===== src/rtl/lock_ctrl_fsm_pkg.sv =====
// Shared types and constants for the keypad lock controller.
// Holds the FSM state encoding, digit limit, defaults and the wrong-count display helper.
package lock_pkg;

    typedef enum logic [2:0] {
        S_IDLE  = 3'd0,
        S_SET   = 3'd1,
        S_CHECK = 3'd2,
        S_OPEN  = 3'd3,
        S_LOCK  = 3'd4
    } lock_state_t;

    localparam logic [3:0] KEY_DIGIT_MAX = 4'd9;

    localparam int DEF_MAX_DIGITS  = 4;
    localparam int DEF_OPEN_CYCLES = 1000;
    localparam int DEF_MAX_WRONG   = 3;

    // Thermometer code for the wrong-attempt LEDs.
    function automatic logic [2:0] wrong_therm(input logic [1:0] w);
        case (w)
            2'd0:    wrong_therm = 3'b000;
            2'd1:    wrong_therm = 3'b001;
            2'd2:    wrong_therm = 3'b011;
            default: wrong_therm = 3'b111;
        endcase
    endfunction

endpackage


===== src/rtl/lock_ctrl_fsm_btn_rise.sv =====
// Rising-edge detector for the three front-panel buttons.
// A button held through reset release reads as an edge on the first cycle.
module btn_rise (
    input  logic       clk,
    input  logic       rst,
    input  logic [2:0] btn,
    output logic [2:0] rise
);

    generate
        for (genvar gi = 0; gi < 3; gi++) begin : g_bit
            logic hist_reg;

            always_ff @(posedge clk or posedge rst) begin
                if (rst) begin
                    hist_reg <= 1'b0;
                end else begin
                    hist_reg <= btn[gi];
                end
            end

            assign rise[gi] = btn[gi] & ~hist_reg;
        end
    endgenerate

endmodule


===== src/rtl/lock_ctrl_fsm.sv =====
// Keypad password lock sequencer: password storage, entry buffer, compare,
// wrong-attempt counter, open timer and registered status/display outputs.
module lock_ctrl_fsm
    import lock_pkg::*;
#(
    parameter int MAX_DIGITS  = DEF_MAX_DIGITS,
    parameter int OPEN_CYCLES = DEF_OPEN_CYCLES,
    parameter int MAX_WRONG   = DEF_MAX_WRONG
) (
    input  logic        clk,
    input  logic        rst,
    input  logic        set,
    input  logic        check,
    input  logic        confirm,
    input  logic        key_valid,
    input  logic [3:0]  key_code,
    output logic        set_led,
    output logic [2:0]  ledwrong,
    output logic        unlock,
    output logic        alarm,
    output logic [31:0] disp_digits,
    output logic [7:0]  disp_mask
);

    localparam int TW = (OPEN_CYCLES > 1) ? $clog2(OPEN_CYCLES) : 1;

    logic [2:0] rise;
    logic       set_rise, check_rise, confirm_rise;

    btn_rise u_btn_rise (
        .clk  (clk),
        .rst  (rst),
        .btn  ({confirm, check, set}),
        .rise (rise)
    );

    assign set_rise     = rise[0];
    assign check_rise   = rise[1];
    assign confirm_rise = rise[2];

    lock_state_t state_reg, state_next;
    logic [31:0] buf_reg, buf_next;
    logic [7:0]  mask_reg, mask_next;
    logic [3:0]  cnt_reg, cnt_next;
    logic [31:0] pw_buf_reg, pw_buf_next;
    logic [3:0]  pw_len_reg, pw_len_next;
    logic        pw_valid_reg, pw_valid_next;
    logic [1:0]  wrong_reg, wrong_next;
    logic [TW-1:0] timer_reg, timer_next;
    logic        set_led_reg, unlock_reg, alarm_reg;
    logic [2:0]  ledwrong_reg;

    logic       digit;
    logic       in_entry;
    logic       match;
    logic [1:0] wrong_inc;

    assign digit     = key_valid && (key_code <= KEY_DIGIT_MAX);
    assign in_entry  = (state_reg == S_SET) || (state_reg == S_CHECK);
    // Unused upper nibbles are always zero in both buffers, so a full-width compare is exact.
    assign match     = (cnt_reg == pw_len_reg) && (buf_reg == pw_buf_reg);
    assign wrong_inc = wrong_reg + 2'd1;

    always_comb begin
        state_next    = state_reg;
        pw_buf_next   = pw_buf_reg;
        pw_len_next   = pw_len_reg;
        pw_valid_next = pw_valid_reg;
        wrong_next    = wrong_reg;
        timer_next    = timer_reg;

        case (state_reg)
            S_IDLE: begin
                if (set_rise && !pw_valid_reg) begin
                    state_next = S_SET;
                end else if (check_rise && pw_valid_reg) begin
                    state_next = S_CHECK;
                end
            end
            S_SET: begin
                if (confirm_rise) begin
                    if (cnt_reg != 4'd0) begin
                        pw_buf_next   = buf_reg;
                        pw_len_next   = cnt_reg;
                        pw_valid_next = 1'b1;
                        wrong_next    = 2'd0;
                    end
                    state_next = S_IDLE;
                end
            end
            S_CHECK: begin
                if (confirm_rise) begin
                    if (match) begin
                        wrong_next = 2'd0;
                        timer_next = TW'(OPEN_CYCLES - 1);
                        state_next = S_OPEN;
                    end else begin
                        wrong_next = wrong_inc;
                        state_next = (wrong_inc >= 2'(MAX_WRONG)) ? S_LOCK : S_IDLE;
                    end
                end
            end
            S_OPEN: begin
                if (set_rise) begin
                    state_next = S_SET;
                end else if (timer_reg == '0) begin
                    state_next = S_IDLE;
                end else begin
                    timer_next = timer_reg - 1'b1;
                end
            end
            S_LOCK: begin
                state_next = S_LOCK;
            end
            default: begin
                state_next = S_IDLE;
            end
        endcase
    end

    // Any state change enters or leaves an entry state, or passes through idle/open
    // where the buffer is already empty, so clearing on every transition is safe.
    always_comb begin
        buf_next  = buf_reg;
        mask_next = mask_reg;
        cnt_next  = cnt_reg;
        if (state_next != state_reg) begin
            buf_next  = '0;
            mask_next = '0;
            cnt_next  = '0;
        end else if (in_entry && digit && (cnt_reg < 4'(MAX_DIGITS))) begin
            buf_next  = {buf_reg[27:0], key_code};
            mask_next = {mask_reg[6:0], 1'b1};
            cnt_next  = cnt_reg + 4'd1;
        end
    end

    always_ff @(posedge clk or posedge rst) begin
        if (rst) begin
            state_reg    <= S_IDLE;
            buf_reg      <= '0;
            mask_reg     <= '0;
            cnt_reg      <= '0;
            pw_buf_reg   <= '0;
            pw_len_reg   <= '0;
            pw_valid_reg <= 1'b0;
            wrong_reg    <= '0;
            timer_reg    <= '0;
            set_led_reg  <= 1'b0;
            unlock_reg   <= 1'b0;
            alarm_reg    <= 1'b0;
            ledwrong_reg <= '0;
        end else begin
            state_reg    <= state_next;
            buf_reg      <= buf_next;
            mask_reg     <= mask_next;
            cnt_reg      <= cnt_next;
            pw_buf_reg   <= pw_buf_next;
            pw_len_reg   <= pw_len_next;
            pw_valid_reg <= pw_valid_next;
            wrong_reg    <= wrong_next;
            timer_reg    <= timer_next;
            set_led_reg  <= (state_next == S_SET);
            unlock_reg   <= (state_next == S_OPEN);
            alarm_reg    <= (state_next == S_LOCK);
            ledwrong_reg <= (state_next == S_LOCK) ? 3'b111 : wrong_therm(wrong_next);
        end
    end

    assign set_led     = set_led_reg;
    assign unlock      = unlock_reg;
    assign alarm       = alarm_reg;
    assign ledwrong    = ledwrong_reg;
    assign disp_digits = buf_reg;
    assign disp_mask   = mask_reg;

endmodule


===== config.mk =====
export PLATFORM = sky130hd
export DESIGN_NAME = lock_ctrl_fsm
export DESIGN_NICKNAME = d
export VERILOG_FILES = /design/src/rtl/lock_ctrl_fsm_pkg.sv /design/src/rtl/lock_ctrl_fsm_btn_rise.sv /design/src/rtl/lock_ctrl_fsm.sv
export SDC_FILE = /design/constraint.sdc
export NUM_CORES = 1
export LEC_CHECK = 0
export CAP_MARGIN = 0
export CORE_MARGIN = 2
export CORE_UTILIZATION = 35
export DETAILED_ROUTE_END_ITERATION = 6
export PLACE_DENSITY = 0.65
export SLEW_MARGIN = 20
export SYNTH_ARGS = -nofsm -noshare
export SYNTH_HDL_FRONTEND = slang
export SYNTH_SLANG_ARGS = --single-unit

===== constraint.sdc =====
create_clock -name clk -period 3.7 [get_ports clk]
set_clock_uncertainty 0.05 [all_clocks]
set_input_delay 0.555 -clock clk [delete_from_list [all_inputs] [get_ports clk]]
set_output_delay 0.555 -clock clk [all_outputs]
set_load 0.02 [all_outputs]

==> results.yml, run 1 <==
outcome:
  status: "finished clean"
yosys:
  synth-seq-cells: 105
  synthCells: 448
  ys_types: 42
  synth_top_family_by_area: "simple AND/OR/NAND/NOR gates"
  yosysWarnings: 0
  yosys.area_share.xor_xnor: 0.0781
  netlist.area_leader.share: 0.545
  synthAdderAreaFrac: 0.0104
  synth_nets: 462
  synthSimpleGateAreaFrac: 0.152
  avgSynthCellArea_um2: 10.8
  yosysTopAreaCell: "dfrtp_1"
  synthMuxAreaShare: 0.0840
  syn_area_mm2: 0.00482
  synth.area.top_cells: "dfrtp_1 54%, mux2_2 8.4%, nand2_1 7.1%, xnor2_1 7.1%, a21oi_1 3.6%"
  synth-compound-area-share: 0.0936
  yosysSeqAreaShare: 0.545
clocking:
  cts_hold_buffers: 0
  cts_resized: 0
  clk_pin_slew_ps: 70
  clkSinkCount: 105
  htree_num_levels: 3
  cts_buffers: 9
  cts_tree: "yes"
  clock_latency_ps: 350
  post_cts_buffers: 0
  ctsLongestPathBuffers: 2
  cts_root_buffer: "clkbuf_16"
detailed_routing:
  wl_per_cell_um: 15.2
  top_layer_used: "met4"
  drt_pass1_iterations: 4
  drtIter0Drc: 168
  met3_length_um: 354
  vias: 3319
  ant_nets: 0
  route.met2.wl_um: 4820
  wirelength_um: 10300
  vias_per_cell: 4.90
  drcViolationCount: 0
  drt-met1-wl_um: 5010
setup_path:
  worstPathRequired_ps: 3860
  timing.rr.end: "state_reg[0]"
  crit_fanout: 40
  crit_type: "input pin to flip-flop"
  r2r_slack_ps: 1390
  start_kind: "input pin"
  r2r_cells: 5
  reg2reg_from: "disp_digits[11]"
  critPathArrivalTime_ps: 2480
  crit_path_end_kind: "flip-flop"
placement:
  dp_hpwl_um: 6810
  place_area_mm2: 0.00551
  place_ws_ps: 1010
  io_buffer_count: 55
  gp_congestion: 0.781
timing:
  fin_crit_ps: 2320
  setup_viol: 0
  setup_tns_ps: 0
  worst_pin_slew_ps: 790
  hold_viol: 0
  finalMaxSlewViolations: 0
  fin_ws_ps: 1380
  max_freq_mhz: 431
  slew-limit-headroom: 0.473
  finalCritPeriodShare: 0.628
  rsz0062_at_grt: "no"
hold_path:
  hold_start: "timer_reg[9]"
  hold_path_class: "flip-flop to flip-flop"
  whs_path_depth: 2
  holdPathEnd: "timer_reg[9]"
finish:
  finish.utilization: 0.434
  nNetsFinal: 511
  synthToLayoutAreaGrowth_pct: 20.2
  fill_cells: 1269
  drive_gt1_frac: 0.157
  final_cell_area_mm2: 0.00580
  diodes: 0
global_routing:
  grt_first_pass_wirelength_um: 17300
  grt_antenna_before_repair: 0
  grt_pass1_vias: 3367
  grt_max_degree: 62
  grt_overflow: 0
  grt_usage: 0.151
run:
  maxCapViolCount: 0
floorplanning:
  start_util: 0.361
  io_pins: 56
  rows: 42
  core_area_mm2: 0.0133
  dieHeight_um: 121
  fp.dieW_um: 121
  dieArea_mm2: 0.0147
power:
  leakage_nw: 2.49
  p_per_area_mw_per_mm2: 365
  finalPower_w: 0.00211
  ir_drop_uv: 317
metrics by stage:
stage,hold slack (ps),std cells
2_1_floorplan,433,448
3_3_place_gp,448,662
3_5_place_dp,451,662
4_1_cts,474,678
5_1_grt,489,678
6_report,470,678
cell type report:
| type | instances | area, um2 | share of cell area |
|---|---|---|---|
| Inverter | 10 | 40.0 | 0.00690 |
| Multi-Input combinational cell | 311 | 2020 | 0.349 |
| Timing Repair Buffer | 60 | 601 | 0.104 |
| Tap cell | 176 | 220 | 0.0380 |
| Clock inverter | 6 | 50.0 | 0.00863 |
| Clock buffer | 10 | 239 | 0.0412 |
| Sequential cell | 105 | 2630 | 0.453 |
report_power, final:
group          internal, W  total (W)  leakage (nW)  switching (W)
clock             0.000486   0.000925         0.147       0.000440
combinational    0.0000119  0.0000403         0.907      0.0000284
sequential         0.00115    0.00115          1.43    0.000000507
kinds of logic (layout without fill, tap and decap cells):
kind of cell / Yosys count / in the layout
buffers and inverters: 32 / 86
flip-flops: 105 / 105
AND/OR/NAND/NOR: 159 / 159
adder cells (fa/ha/maj): 4 / 4
multiplexers: 36 / 36
XOR/XNOR: 43 / 43
AO/OA/AOI/OAI: 69 / 69
cells in the mapped netlist, drive strengths merged:
cell	instances
nor2	21
or4	1
mux2	36
or3b	1
nor2b	6
o311ai	1
xor2	4
a21oi	46
ha	4
a31oi	1
dfrtp	105
xnor2	39
or2	3
nand2	91
o21ai	8
nand2b	3
o221ai	1
o2111ai	1
nand3	5
buf	15
a22oi	1
o41ai	1
a31o	1
inv	10
nand3b	3
nor3	3
o31ai	1
a21boi	1
o21bai	2
clkbuf	7
o211ai	4
nand4	13
and2b	1
nor4	3
and2	4
nand4b	1
per-layer routing:
metal  global-route usage  up-vias
met4               0.0438        0
li1                     -     1609
met5                    0        -
met3               0.0423       12
met1                0.208     1637
met2                0.235       61
critical path, cell delays in order:
cell	delay, ps
clkdlybuf4s50_1	420
o21ai_0	340
o2111ai_1	250
or2_2	620
nand2_1	200
a21oi_2	70
cells in the final DEF, fill, tap and decap left out, types with 5 or more instances in the layout:
master,instances
nand4_1,13
inv_1,9
xnor2_1,39
mux2_2,36
nor2b_1,5
dfrtp_1,105
clkbuf_16,9
o21ai_0,8
nand2_1,91
nor2_1,20
a21oi_1,35
a21oi_2,10
nand3_1,5
clkdlybuf4s50_1,55
how the worst max path moves through the flow:
stage,start,to,slack (ps)
after floorplan,rst,alarm,330
after global placement,confirm,timer_reg[4],1040
after detailed placement,confirm,timer_reg[3],1010
after CTS,disp_digits[11],state_reg[1],1380
after global routing,confirm,timer_reg[3],1210
final,key_code[2],disp_digits[26],1380
Note: power is estimated with default switching activity, not from simulation.
==> run 2: changes to the inputs <==
==> constraint.sdc (replaced) <==
create_clock -name clk -period 2.3 [get_ports clk]
set_clock_uncertainty 0.05 [all_clocks]
set_input_delay 0.345 -clock clk [delete_from_list [all_inputs] [get_ports clk]]
set_output_delay 0.345 -clock clk [all_outputs]
set_load 0.02 [all_outputs]
==> run 2 against run 1 <==
  * Power is 67% higher
  * Sequential share of layout area is 1.2 points lower
  * Wire length is 0.38% lower
  * Setup slack worse by 1100 ps
  * Final cell count is 1.2% higher
  * Non-clock buffer count is 8 higher
  * Count of clock-buffer cells in the layout is 1 lower
  * Core utilization is 1.2 points higher
  * Global-route usage hardly changed
  * Sequential cell count stayed put
  * First-iteration DRC count is 45% higher
  * Final area is 2.7% higher
  * Critical endpoint is now disp_digits[30]
==> results.yml, run 2 (synthesis results as in run 1) <==
outcome:
  status: "finished clean"
placement:
  gp_congestion: 0.756
  place_ws_ps: 95.2
  dpl.cell_count: 670
  dp_hpwl_um: 6930
  io_buffer_count: 55
  place_area_mm2: 0.00563
clocking:
  cts_buffers: 9
  cts_tree: "yes"
  cts_hold_buffers: 0
  cts_root_buffer: "clkbuf_16"
  post_cts_buffers: 0
  clk_pin_slew_ps: 70
  ctsLongestPathBuffers: 2
  htree_num_levels: 3
  clock_latency_ps: 360
  cts_resized: 0
  clkSinkCount: 105
global_routing:
  grt_antenna_before_repair: 0
  grt_usage: 0.152
  grt_first_pass_wirelength_um: 17400
  grt_pass1_vias: 3416
  grt_overflow: 0
  grt_max_degree: 76
finish:
  nNetsFinal: 519
  final_cell_area_mm2: 0.00595
  synthToLayoutAreaGrowth_pct: 23.4
  multi_input_area_mm2: 0.00202
  mostFrequentLayoutCell: "dfrtp_1"
  layout_common_cells: "105 x dfrtp_1, 91 x nand2_1, 55 x clkdlybuf4s50_1"
  register_area_mm2: 0.00263
  drive_gt1_frac: 0.171
  diodes: 0
  fill_cells: 1278
  fin_cells: 686
timing:
  slew-limit-headroom: 0.651
  setup_viol: 0
  fin_crit_ps: 2050
  finalMaxSlewViolations: 0
  finalCritPeriodShare: 0.890
  hold_viol: 0
  rsz0062_at_grt: "no"
  max_freq_mhz: 489
  fin_ws_ps: 254
  worst_pin_slew_ps: 519
  setup_tns_ps: 0
floorplanning:
  rows: 42
  core_area_mm2: 0.0133
  start_util: 0.361
  dieHeight_um: 121
  io_pins: 56
  fp.dieW_um: 121
  dieArea_mm2: 0.0147
setup_path:
  crit_type: "flip-flop to flip-flop"
  r2r_slack_ps: 250
  cp_slowest_stage_delay_ps: 390
  crit_fanout: 44
  worstPathRequired_ps: 2470
  crit_path_end: "disp_digits[30]"
  timing.rr.end: "disp_digits[30]"
  slowest_stage: "dfrtp_1"
  startpoint: "timer_reg[0]"
  crit_path_end_kind: "flip-flop"
  reg2reg_from: "timer_reg[0]"
  crit_chain: "inv_1 -> ha_1 -> nor2b_1 -> a31oi_4 -> and2_4 -> a21oi_4 -> buf_12 -> a21oi_1"
  critPathArrivalTime_ps: 2220
  r2r_cells: 8
  start_kind: "flip-flop"
power:
  ir_drop_uv: 342
  finalPower_w: 0.00353
  p_per_area_mw_per_mm2: 593
  leakage_nw: 2.54
run:
  maxCapViolCount: 0
detailed_routing:
  vias_per_cell: 4.92
  ant_nets: 0
  wl_per_cell_um: 15.0
  wirelength_um: 10300
  drtIter0Drc: 243
  drt_pass1_iterations: 4
  vias: 3378
  drcViolationCount: 0
hold_path:
  hold_path_class: "input pin to async pin"
==> run 2: through the flow <==
| stage | util | hold slack [ps] |
|---|---|---|
| after detailed placement | 0.422 | 461 |
| after floorplan | - | 326 |
| after global placement | 0.422 | 454 |
| after global routing | 0.446 | 407 |
| after CTS | 0.446 | 406 |
| final | 0.446 | 398 |
==> run 2: area by class of cell <==
cell class / count / area share
clock buffers: 9 / 0.0378
clock inverters: 7 / 0.0158
inverters: 10 / 0.00694
multi-input cells: 311 / 0.340
flip-flops and latches: 105 / 0.441
well taps: 176 / 0.0370
repair buffers: 68 / 0.121
==> run 2: worst max-delay path: cells and delay by family (launching register included) <==
kind,cells,cell delay [ps]
AO/OA/AOI/OAI,3,380
flip-flops,1,390
AND/OR/NAND/NOR,2,480
adder cells (fa/ha/maj),1,240
buffers and inverters,2,310
==> run 2: report_power, final <==
part           total (W)  switching [W]  internal (W)
clock            0.00161       0.000739      0.000874
combinational  0.0000702      0.0000463     0.0000239
sequential       0.00185    0.000000422       0.00185
total            0.00353       0.000785       0.00275
==> run 2: layer usage <==
layer	wire, um	share of wire	GRT usage
met5	0	0	0
met4	143	0.014	0.0460
met3	360	0.035	0.0395
met2	4890	0.48	0.242
met1	4890	0.48	0.204
==> run 2: how the worst min path moves through the flow <==
| stage | endpoint | from | slack [ps] |
|---|---|---|---|
| after global routing | u_btn_rise.g_bit[2].hist_reg | confirm | 410 |
| final | disp_digits[29] | rst | 400 |
| after floorplan | u_btn_rise.g_bit[0].hist_reg | set | 330 |
| after CTS | u_btn_rise.g_bit[2].hist_reg | confirm | 410 |
| after detailed placement | timer_reg[8] | timer_reg[8] | 460 |
| after global placement | timer_reg[8] | timer_reg[8] | 450 |
